**config.mk**
```make
export PLATFORM = sky130hd
export DESIGN_NAME = fifo_stream_reader
export DESIGN_NICKNAME = d
export VERILOG_FILES = /design/src/rtl/fifo_stream_reader.sv
export SDC_FILE = /design/constraint.sdc
export NUM_CORES = 1
export LEC_CHECK = 0
export ABC_AREA = 1
export CAP_MARGIN = 0
export CORE_ASPECT_RATIO = 1.75
export CORE_UTILIZATION = 45
export DETAILED_ROUTE_END_ITERATION = 6
export GPL_ROUTABILITY_DRIVEN = 0
export PLACE_DENSITY_LB_ADDON = 0.08
export SYNTH_ARGS = -nofsm -noshare
export SYNTH_HDL_FRONTEND = slang
export SYNTH_SLANG_ARGS = --single-unit
```
**constraint.sdc**
```tcl
create_clock -name clk -period 1.8 [get_ports clk]
set_input_delay 0.36 -clock clk [delete_from_list [all_inputs] [get_ports clk]]
set_output_delay 0.36 -clock clk [all_outputs]
set_load 0.02 [all_outputs]
```
**src/rtl/fifo_stream_reader.sv**
```systemverilog
// Consumer-side controller for the synchronous FIFO: pops words into a 2-entry
// buffer and presents them on a valid/ready master port. Optional delivered-word
// counter enabled by defining FIFO_STREAM_READER_COUNT_EN.
module fifo_stream_reader #(
  parameter int DATA_W = 32,
  parameter int CNT_W  = 16
) (
  input  logic              clk,
  input  logic              reset,
  input  logic              enable,
  input  logic              fifo_empty,
  input  logic [DATA_W-1:0] fifo_dout,
  output logic              fifo_read,
  output logic              m_valid,
  input  logic              m_ready,
  output logic [DATA_W-1:0] m_data,
  output logic              busy
`ifdef FIFO_STREAM_READER_COUNT_EN
  ,
  output logic [CNT_W-1:0]  word_count
`endif
);

  logic [1:0]        occ_q, occ_d;
  logic              inflight_q, inflight_d;
  logic              head_q, head_d;
  logic              tail_q, tail_d;
  logic [DATA_W-1:0] buf_q [2];
  logic [DATA_W-1:0] buf_d [2];
  logic              pop;

  // NOTE: combinational blocks use blocking '=' and assign every output a
  // default first, so no path through the block can infer a latch.
  always_comb begin
    m_valid    = (occ_q != 2'd0);
    pop        = m_valid && m_ready;
    m_data     = buf_q[head_q];
    busy       = m_valid || inflight_q;

    // occ + inflight never exceeds 2, so the 2-bit sum cannot overflow.
    occ_d      = occ_q + 2'(inflight_q) - 2'(pop);
    // Credit rule: only read when the word it returns is guaranteed a slot.
    fifo_read  = !reset && enable && !fifo_empty && (occ_d <= 2'd1);
    inflight_d = fifo_read;

    buf_d      = buf_q;
    tail_d     = tail_q;
    if (inflight_q) begin
      buf_d[tail_q] = fifo_dout;
      tail_d        = ~tail_q;
    end
    head_d     = pop ? ~head_q : head_q;
  end

  // NOTE: sequential state uses non-blocking '<=' so every flop samples the
  // pre-edge value of its neighbours.
  always_ff @(posedge clk) begin
    if (reset) begin
      occ_q      <= 2'd0;
      inflight_q <= 1'b0;
      head_q     <= 1'b0;
      tail_q     <= 1'b0;
      // NOTE: the buffer is cleared on reset so m_data reads 0 afterwards;
      // it is only two words, so the reset fan-out is negligible.
      buf_q[0]   <= '0;
      buf_q[1]   <= '0;
    end else begin
      occ_q      <= occ_d;
      inflight_q <= inflight_d;
      head_q     <= head_d;
      tail_q     <= tail_d;
      buf_q      <= buf_d;
    end
  end

`ifdef FIFO_STREAM_READER_COUNT_EN
  logic [CNT_W-1:0] count_q, count_d;

  always_comb begin
    count_d = pop ? count_q + CNT_W'(1) : count_q;
  end

  always_ff @(posedge clk) begin
    if (reset) count_q <= '0;
    else       count_q <= count_d;
  end

  assign word_count = count_q;
`endif

endmodule

```
==> flow_metrics.tcl, run 1 <==
set metrics [dict create \
    cts_buffer_depth 2 \
    worst_pin_slew_ns 0.608 \
    ant_nets 0 \
    gr-total-overflow 0 \
    avgViaCountPerCell 4.86 \
    slowest_stage "dfxtp_2" \
    grt_pass1_vias 2493 \
    start_util_pct 46.9 \
    fp.dieW_um 63.1 \
    fin_cells 531 \
    crit_buf_inv 3 \
    ir_worst_vdd_mv 0.829 \
    dieArea_um2 6870 \
    fin_crit_ns 2.03 \
    slew_headroom_pct 59.4 \
    first_pass_iters 4 \
    wl_per_cell_um 13.0 \
    p_leak_nw 1.73 \
    drt_iter0_drc 141 \
    root_buffer "clkbuf_8" \
    synth_cell_types 19 \
    design_area_um2 4160 \
    area_delta_synth_final_pct 41.4 \
    grtUsageTotal_pct 21.1 \
    ys_seq_area_share_pct 47.0 \
    max_freq_mhz 493 \
    cpPeakStageDelay_ns 0.33 \
    setup_violations 6 \
    htree_levels 3 \
    slew_violations 0 \
    ys_warn_count 0 \
    worst_setup_path_end_kind "output pin" \
    synthCells 360 \
    synth_nets 399 \
    maxCapViolCount 0 \
    path_delay_family "adder cells" \
    crit_chain "nor2_4 > nor2_4 > ha_4 > inv_2 > ha_4 > inv_2 > nand2_2 > nand2_2 > nor2_2 > buf_6" \
    cts_tree "built" \
    dp.cells 501 \
    grt_pass1_wl_um 11000 \
    dp_hpwl_um 4070 \
    numCtsBuffers 9 \
    fp-row-count 38 \
    nets 485 \
    grt_max_degree 67 \
    arrival_ns 1.67 \
    coreArea_um2 6280 \
    crit_required_ns 1.44 \
    path_max_fanout 3 \
    cts_sinks 69 \
    wl_um 6900 \
    chipHeight_um 109 \
    r2r_slack_ns 0.41 \
    ys_ff_latch 69 \
    avgSynthCellArea_um2 8.17 \
    syn_area_um2 2940 \
    layout_setup_ws_ns -0.230 \
    powerDensity_nw_per_um2 1190 \
    path_clk_slew_ns 0.07 \
    startpoint_type "flip-flop" \
    rsz0062_at_grt "yes" \
    cts.hold.buffers_added 0 \
    io_pins 72 \
    fin_crit_sh_pct 113 \
    drive_above_1_share_pct 28.2 \
    hold_viol 0 \
    clk_latency_ns 0.34 \
    placedInstanceArea_um2 3710 \
    num_antenna_cells 0 \
    utilization_pct 66.2 \
    post-route-drc-count 0 \
    antenna_found_initial 0 \
    failed_checks "negative setup slack" \
    holdCritPathClass "in2reg" \
    fin_skew_ns 0.0137 \
    crit_type "reg2out" \
    status "finished, violations left" \
    port_buffers 71 \
    vias 2579 \
]
## routing by layer
layer / wire (µm) / global-route usage, % / up-vias
met5: 0 / 0 / -
met4: 110 / 11.5 / 0
met3: 259 / 3.45 / 7
met2: 3650 / 39.0 / 55
met1: 2890 / 22.4 / 1187
li1: - / - / 1330
## synthesized netlist by cell type, drive strengths merged
cell    number  share of area [%]
a21oi        1               0.17
inv         11                1.4
mux2        32                 13
dfxtp       69                 47
nor2       137                 17
o21ai       64                 11
nand3        3               0.51
ha           2               0.85
clkbuf       7                1.1
nand2       17                2.3
buf         16                5.0
clkinv       1               0.17
## logic make-up after synthesis
logic type,share of synthesized area (%)
and+or+nand+nor,20.3
DFF,47.0
AOI/OAI and AO/OA,11.1
buffers and inverters,7.74
muxes,13.0
adders and majority gates,0.851
## report_power, final
group          internal, mW  switching [mW]
registers              1.68          0.0921
logic                 0.978           0.883
clock network         0.715           0.583
## tightest hold or removal path, delay by kind of cell
kind | cells | cell delay (ns)
buf+inv | 1 | 0.22
simple gates | 3 | 0.19
## sequential cells by signal, summed over array words and instances (netlist names)
signal / cells
occ_q: 2
buf_q: 64
tail_q: 1
head_q: 1
inflight_q: 1
## stage by stage
step	TNS (ns)	hold slack [ns]	power [mW]	setup slack [ns]
after global routing	-0.793	0.503	5.19	-0.282
after detailed placement	-1.07	0.468	3.29	-0.920
final	-0.372	0.464	4.93	-0.230
after CTS	-2.47	0.463	4.83	-0.328
after floorplan	0	0.431	2.71	0.0398
after global placement	-1.05	0.457	3.27	-0.917
## layout by cell type (no fill, tap or decap), types with 4 or more instances in the layout
cell | synthesis | final
buf_2 | 4 | 8
buf_4 | 0 | 13
buf_6 | 11 | 28
buf_8 | 0 | 5
clkbuf_2 | 6 | 4
clkbuf_8 | 0 | 11
clkdlybuf4s50_1 | 0 | 35
dfxtp_1 | 69 | 66
inv_1 | 8 | 6
inv_2 | 3 | 5
mux2_2 | 26 | 9
mux2_4 | 6 | 23
nand2_1 | 15 | 13
nand2_2 | 2 | 4
nor2_1 | 137 | 134
o21ai_0 | 51 | 51
o21ai_1 | 13 | 13
## path summary, 6_finish.rpt
check | from | to | cells past startpoint
worst max-delay path | occ_q[0]$_SDFF_PP0_ | fifo_read | 10
worst min-delay path | m_ready | head_q$_SDFFE_PP0P_ | 4
worst max register to register | occ_q[0]$_SDFF_PP0_ | occ_q[1]$_SDFF_PP0_ | 11
worst min register to register | buf_q[38]$_SDFFE_PP0P_ | buf_q[38]$_SDFFE_PP0P_ | 2
## area by class of cell
class	instances	area (µm²)
repair buffers	98	966
clock buffers	11	151
inverters	12	46.3
multi-input cells	256	1450
clock inverters	5	58.8
flip-flops and latches	69	1390
fillers	575	2120
well taps	80	100
## timing repair
action,4_1_cts,5_1_grt
endpoints found under the setup margin,35,24
buffers inserted,11,5
pin swaps,3,7
cloned,1,0
resized for setup,179,47
(Power assumes the default switching activity.)
==> inputs of run 2 (changes only) <==
REMOVE_ABC_BUFFERS = 1   (was default)
==> run 2 against run 1 <==
Effect of this change: the flow still finishes with violations (negative setup slack); setup slack worse by 0.044 ns; via count up 1.6%; non-clock buffer count grew 6; die area is the same; sequential share of layout area is 1.1 points lower; fmax decreased by 2.1%; clock skew is 0.0067 ns lower; wire length is 6.0% higher; power up 4.8%; critical path depth unchanged; flip-flop and latch count did not move; largest power group unchanged; highest routed layer unchanged.
==> flow_metrics.tcl, run 2 (synthesis gave the netlist of run 1 again) <==
set metrics [dict create \
    cts_tree "built" \
    failed_checks "negative setup slack" \
    grt_pass1_vias 2407 \
    p_leak_nw 1.79 \
    powerDensity_nw_per_um2 1200 \
    combPwrFrac_pct 38.0 \
    place_ws_ns -0.929 \
    crit_chain "nor2_4 > nor2_4 > ha_4 > inv_4 > ha_4 > inv_2 > nand2_1 > nand2_1 > nor2_1 > buf_4" \
    max_freq_mhz 482 \
    cpPeakStageDelay_ns 0.33 \
    largestRegisters "buf_q x64, occ_q x2" \
    final.setup.tns_ns -0.412 \
    dp_hpwl_um 4490 \
    grtUsageTotal_pct 21.4 \
    wl_met2_um 3790 \
    worst_pin_slew_ns 0.355 \
    setup_violations 2 \
    status "finished, violations left" \
    clockPowerShare_pct 27.9 \
    layout_setup_ws_ns -0.275 \
    fp-row-count 38 \
    wl_met3_um 318 \
    cts_sinks 69 \
    final_cell_mix "134 x nor2_1, 66 x dfxtp_1, 51 x o21ai_0" \
    crit_buf_inv 3 \
    drive_above_1_share_pct 30.0 \
    p_int_mw 3.56 \
    slowest_stage "dfxtp_2" \
    largest_register_ffs 64 \
    grt_max_degree 39 \
    rsz0062_at_grt "yes" \
    p_seq_share_pct 34.2 \
    slew_violations 0 \
    area_delta_synth_final_pct 46.0 \
    numCtsBuffers 9 \
    vias 2620 \
    nets 491 \
    htree_levels 3 \
    antenna_found_initial 0 \
    first_pass_iters 4 \
    startpoint_type "flip-flop" \
    met1Wirelength_um 3060 \
    io_pins 72 \
    hold_viol 0 \
    clk_latency_ns 0.34 \
    path_clk_slew_ns 0.07 \
    fp.dieW_um 63.1 \
    dieArea_um2 6870 \
    wl_um 7320 \
    drt_iter0_drc 139 \
    chipHeight_um 109 \
    path_max_fanout 3 \
    start_util_pct 46.9 \
    final_common_cell "nor2_1" \
    netSwitchingPower_mw 1.61 \
    holdCritPathClass "in2reg" \
    num_antenna_cells 0 \
    path_delay_family "simple AND/OR/NAND/NOR gates" \
    finalPower_mw 5.17 \
    top_layer "met4" \
    maxCapViolCount 0 \
    crit_type "reg2out" \
    slew_headroom_pct 76.3 \
    top_register "buf_q" \
    arrival_ns 1.71 \
    cts_buffer_depth 2 \
    fin_crit_sh_pct 115 \
    port_buffers 71 \
    post-route-drc-count 0 \
    gr-total-overflow 0 \
    grt_pass1_wl_um 11200 \
    worst_setup_path_end_kind "output pin" \
    ir_worst_vdd_mv 1.06 \
    fin_skew_ns 0.00706 \
    cts.hold.buffers_added 0 \
    ant_nets 0 \
    crit_required_ns 1.44 \
    coreArea_um2 6280 \
    root_buffer "clkbuf_8" \
    wl_per_cell_um 13.6 \
    fin_crit_ns 2.07 \
    p_sw_share_pct 31.1 \
    avgViaCountPerCell 4.88 \
]
## run 2: cell count changes in the layout (fill, tap and decap cells not counted), moves of 2 or more
cell	delta
mux2_4	+3
clkbuf_2	-2
nand2_1	-3
buf_8	-4
buf_6	-2
buf_4	+9
nand2_2	+2
buf_12	+3
mux2_2	-3
## run 2: worst paths after layout
check,endpoint,slack [ns],start,cells after the start
setup / recovery,fifo_read,-0.27,occ_q[0]$_SDFF_PP0_,10
hold / removal,head_q$_SDFFE_PP0P_,0.45,m_ready,4
setup reg to reg,occ_q[1]$_SDFF_PP0_,-0.14,occ_q[0]$_SDFF_PP0_,16
hold reg to reg,buf_q[42]$_SDFFE_PP0P_,0.48,buf_q[42]$_SDFFE_PP0P_,2
## run 2: what timing repair did
action,CTS,global route
pin swaps,5,7
setup buffers,7,3
gates resized for setup,140,90
endpoints found under the hold margin,0,0
gates cloned,1,1
setup endpoints to repair,35,25
## run 2: layout make-up
type	instances	area, µm²
Inverter	12	48.8
Multi-Input combinational cell	256	1470
Clock inverter	5	81.3
Tap cell	80	100
Sequential cell	69	1390
Timing Repair Buffer	104	1050
Fill cell	556	1980
Clock buffer	11	151
## run 2: per-layer routing
| metal | track usage [%] | vias to the layer above |
|---|---|---|
| met3 | 6.17 | 14 |
| met2 | 37.3 | 66 |
| met1 | 23.1 | 1195 |
| met4 | 11.3 | 0 |
| li1 | - | 1345 |
| met5 | 0 | - |
## run 2: worst register-to-register path: stages (launching register included)
cell	delay, ns
dfxtp_2	0.33
nor2_4	0.13
nor2_4	0.06
ha_4	0.24
inv_4	0.06
ha_4	0.14
inv_2	0.04
buf_4	0.13
buf_6	0.11
buf_6	0.10
buf_6	0.10
buf_6	0.11
nand2_4	0.05
nand2_2	0.06
nand2_2	0.07
nand2_2	0.05
nor2_2	0.10
## run 2: per-stage QoR
step / area, µm² / hold slack [ns] / utilization (%) / std cells
after floorplan: 2760 / 0.431 / - / 337
after global placement: 3790 / 0.457 / 60.4 / 509
after detailed placement: 3790 / 0.468 / 60.4 / 509
after CTS: 3970 / 0.423 / 63.3 / 533
after global routing: 4290 / 0.494 / 68.4 / 537
final: 4290 / 0.448 / 68.4 / 537
## run 2: power by group through the flow
stage                     registers [mW]  logic, mW  clock network, mW
after global placement              1.79       1.54                  0
after floorplan                     1.84      0.776                  0
final                               1.77       1.96               1.44
after CTS                           1.77       1.57               1.48
after detailed placement            1.79       1.55                  0
after global routing                1.79       2.11               1.54
==> inputs of run 3 (changes only) <==
CORE_UTILIZATION = 25   (was 45)
SETUP_SLACK_MARGIN = 0.15   (was default)
==> run 3 against run 2 <==
Effect of this change: the run ends with design-rule violations, negative setup slack left; clock power is 28% higher; setup slack improved by 0.081 ns; sequential power about the same; critical path type unchanged; critical endpoint unchanged.
==> flow_metrics.tcl, run 3 (synthesis gave the netlist of run 1 again) <==
set metrics [dict create \
    status "finished, violations left" \
    failed_checks "design-rule violations, negative setup slack" \
    antenna_found_initial 0 \
    slew_headroom_pct 54.3 \
    path_max_fanout 3 \
    drt_iter0_drc 108 \
    largest_register_ffs 64 \
    final_common_cell "nor2_1" \
    dieArea_um2 12200 \
    htree_levels 3 \
    coreArea_um2 11500 \
    worst_pin_slew_ns 0.684 \
    utilization_pct 40.3 \
    grtUsageTotal_pct 14.4 \
    fp.dieW_um 84.0 \
    crit_required_ns 1.44 \
    cts_sinks 69 \
    grt_pass1_wl_um 13500 \
    path_clk_slew_ns 0.05 \
    chipHeight_um 145 \
    wl_per_cell_um 13.9 \
    worst_setup_path_end_kind "output pin" \
    arrival_ns 1.63 \
    dp_hpwl_um 5110 \
    dp.cells 561 \
    nets 502 \
    hold_viol 0 \
    finalPower_mw 5.89 \
    largestRegisters "buf_q x64, occ_q x2" \
    port_buffers 71 \
    grt_max_degree 33 \
    final.setup.tns_ns -0.887 \
    rsz0062_at_grt "yes" \
    root_buffer "clkbuf_16" \
    ant_nets 0 \
    holdCritPathClass "in2reg" \
    grt_pass1_vias 2631 \
    fin_skew_ns 0.00807 \
    maxCapViolCount 0 \
    setup_violations 18 \
    fin_crit_ns 1.99 \
    wl_um 8360 \
    startpoint_type "flip-flop" \
    fin_cells 603 \
    p_leak_nw 1.91 \
    cts_buffer_depth 2 \
    top_register "buf_q" \
    clk_latency_ns 0.33 \
    area_delta_synth_final_pct 57.9 \
    slew_violations 0 \
    max_freq_mhz 502 \
    post-route-drc-count 6 \
    start_util_pct 25.5 \
    layout_setup_ws_ns -0.193 \
    drive_above_1_share_pct 30.8 \
    fp-row-count 52 \
    avgViaCountPerCell 4.37 \
    io_pins 72 \
    first_pass_iters 7 \
    fin_crit_sh_pct 111 \
    ir_worst_vdd_mv 0.637 \
    cts_tree "built" \
    crit_type "reg2out" \
    numCtsBuffers 9 \
    vias 2635 \
    num_antenna_cells 0 \
    fin_hold_ws_ns 0.475 \
    powerDensity_nw_per_um2 1270 \
    gr-total-overflow 0 \
    cts.hold.buffers_added 0 \
    final_cell_mix "134 x nor2_1, 66 x dfxtp_1, 51 x o21ai_0" \
]
-- run 3: cell count changes in the layout (fill, tap and decap cells not counted), moves of 2 or more --
cell       before  now
buf_2           8    0
buf_6          26   42
buf_8           1    4
clkbuf_1        0    2
clkbuf_16       1    9
clkbuf_8       11    0
clkinv_2        2    4
mux2_2          6    0
mux2_4         26   32
nand2_1        10   13
nand2_2         6    4
-- run 3: layer usage --
metal	global-route usage (%)	share of wire, %	wire length [µm]	up-vias
li1	-	-	-	1364
met1	16.4	42	3530	1206
met3	3.46	3.4	286	7
met4	5.78	1.5	129	0
met5	0	0	0	-
met2	25.5	53	4420	58
-- run 3: worst paths after layout --
path	start	end	slack, ns	cells after the start
max reg2reg	occ_q[0]$_SDFF_PP0_	occ_q[1]$_SDFF_PP0_	0.22	13
min	m_ready	head_q$_SDFFE_PP0P_	0.48	4
max	occ_q[0]$_SDFF_PP0_	fifo_read	-0.19	10
min reg2reg	tail_q$_SDFFE_PP0P_	tail_q$_SDFFE_PP0P_	0.48	2
-- run 3: what timing repair did --
item | CTS | global route
setup buffers | 17 | 7
pin swaps | 6 | 7
cloned | 2 | 0
gates resized for setup | 237 | 30
endpoints found under the setup margin | 35 | 35
-- run 3: critical path: stages (launching register included) --
cell and delay, ns:
dfxtp_2 0.33, nor2_4 0.14, nor2_4 0.05, ha_4 0.26, inv_2 0.04, ha_4 0.16, inv_2 0.06, nand2_2 0.05
nand2_2 0.07, nor2_2 0.04, buf_6 0.12
-- run 3: layout make-up --
cell class / instances / area (µm²)
Clock buffer: 11 / 233
Clock inverter: 5 / 75.1
Fill cell: 1176 / 6870
Inverter: 12 / 46.3
Multi-Input combinational cell: 256 / 1480
Sequential cell: 69 / 1390
Tap cell: 135 / 169
Timing Repair Buffer: 115 / 1250
-- run 3: power breakdown --
| group | switching (mW) | leakage [nW] | internal, mW |
|---|---|---|---|
| Sequential | 0.0919 | 0.562 | 1.69 |
| Combinational | 0.995 | 1.20 | 1.28 |
| Clock | 0.629 | 0.153 | 1.21 |
-- run 3: stage by stage --
step	area (µm²)	worst slack, ns
2_1_floorplan	2760	-0.108
4_1_cts	4500	-0.293
5_1_grt	4640	-0.286
6_report	4640	-0.193
3_5_place_dp	3820	-0.961
3_3_place_gp	3820	-0.913
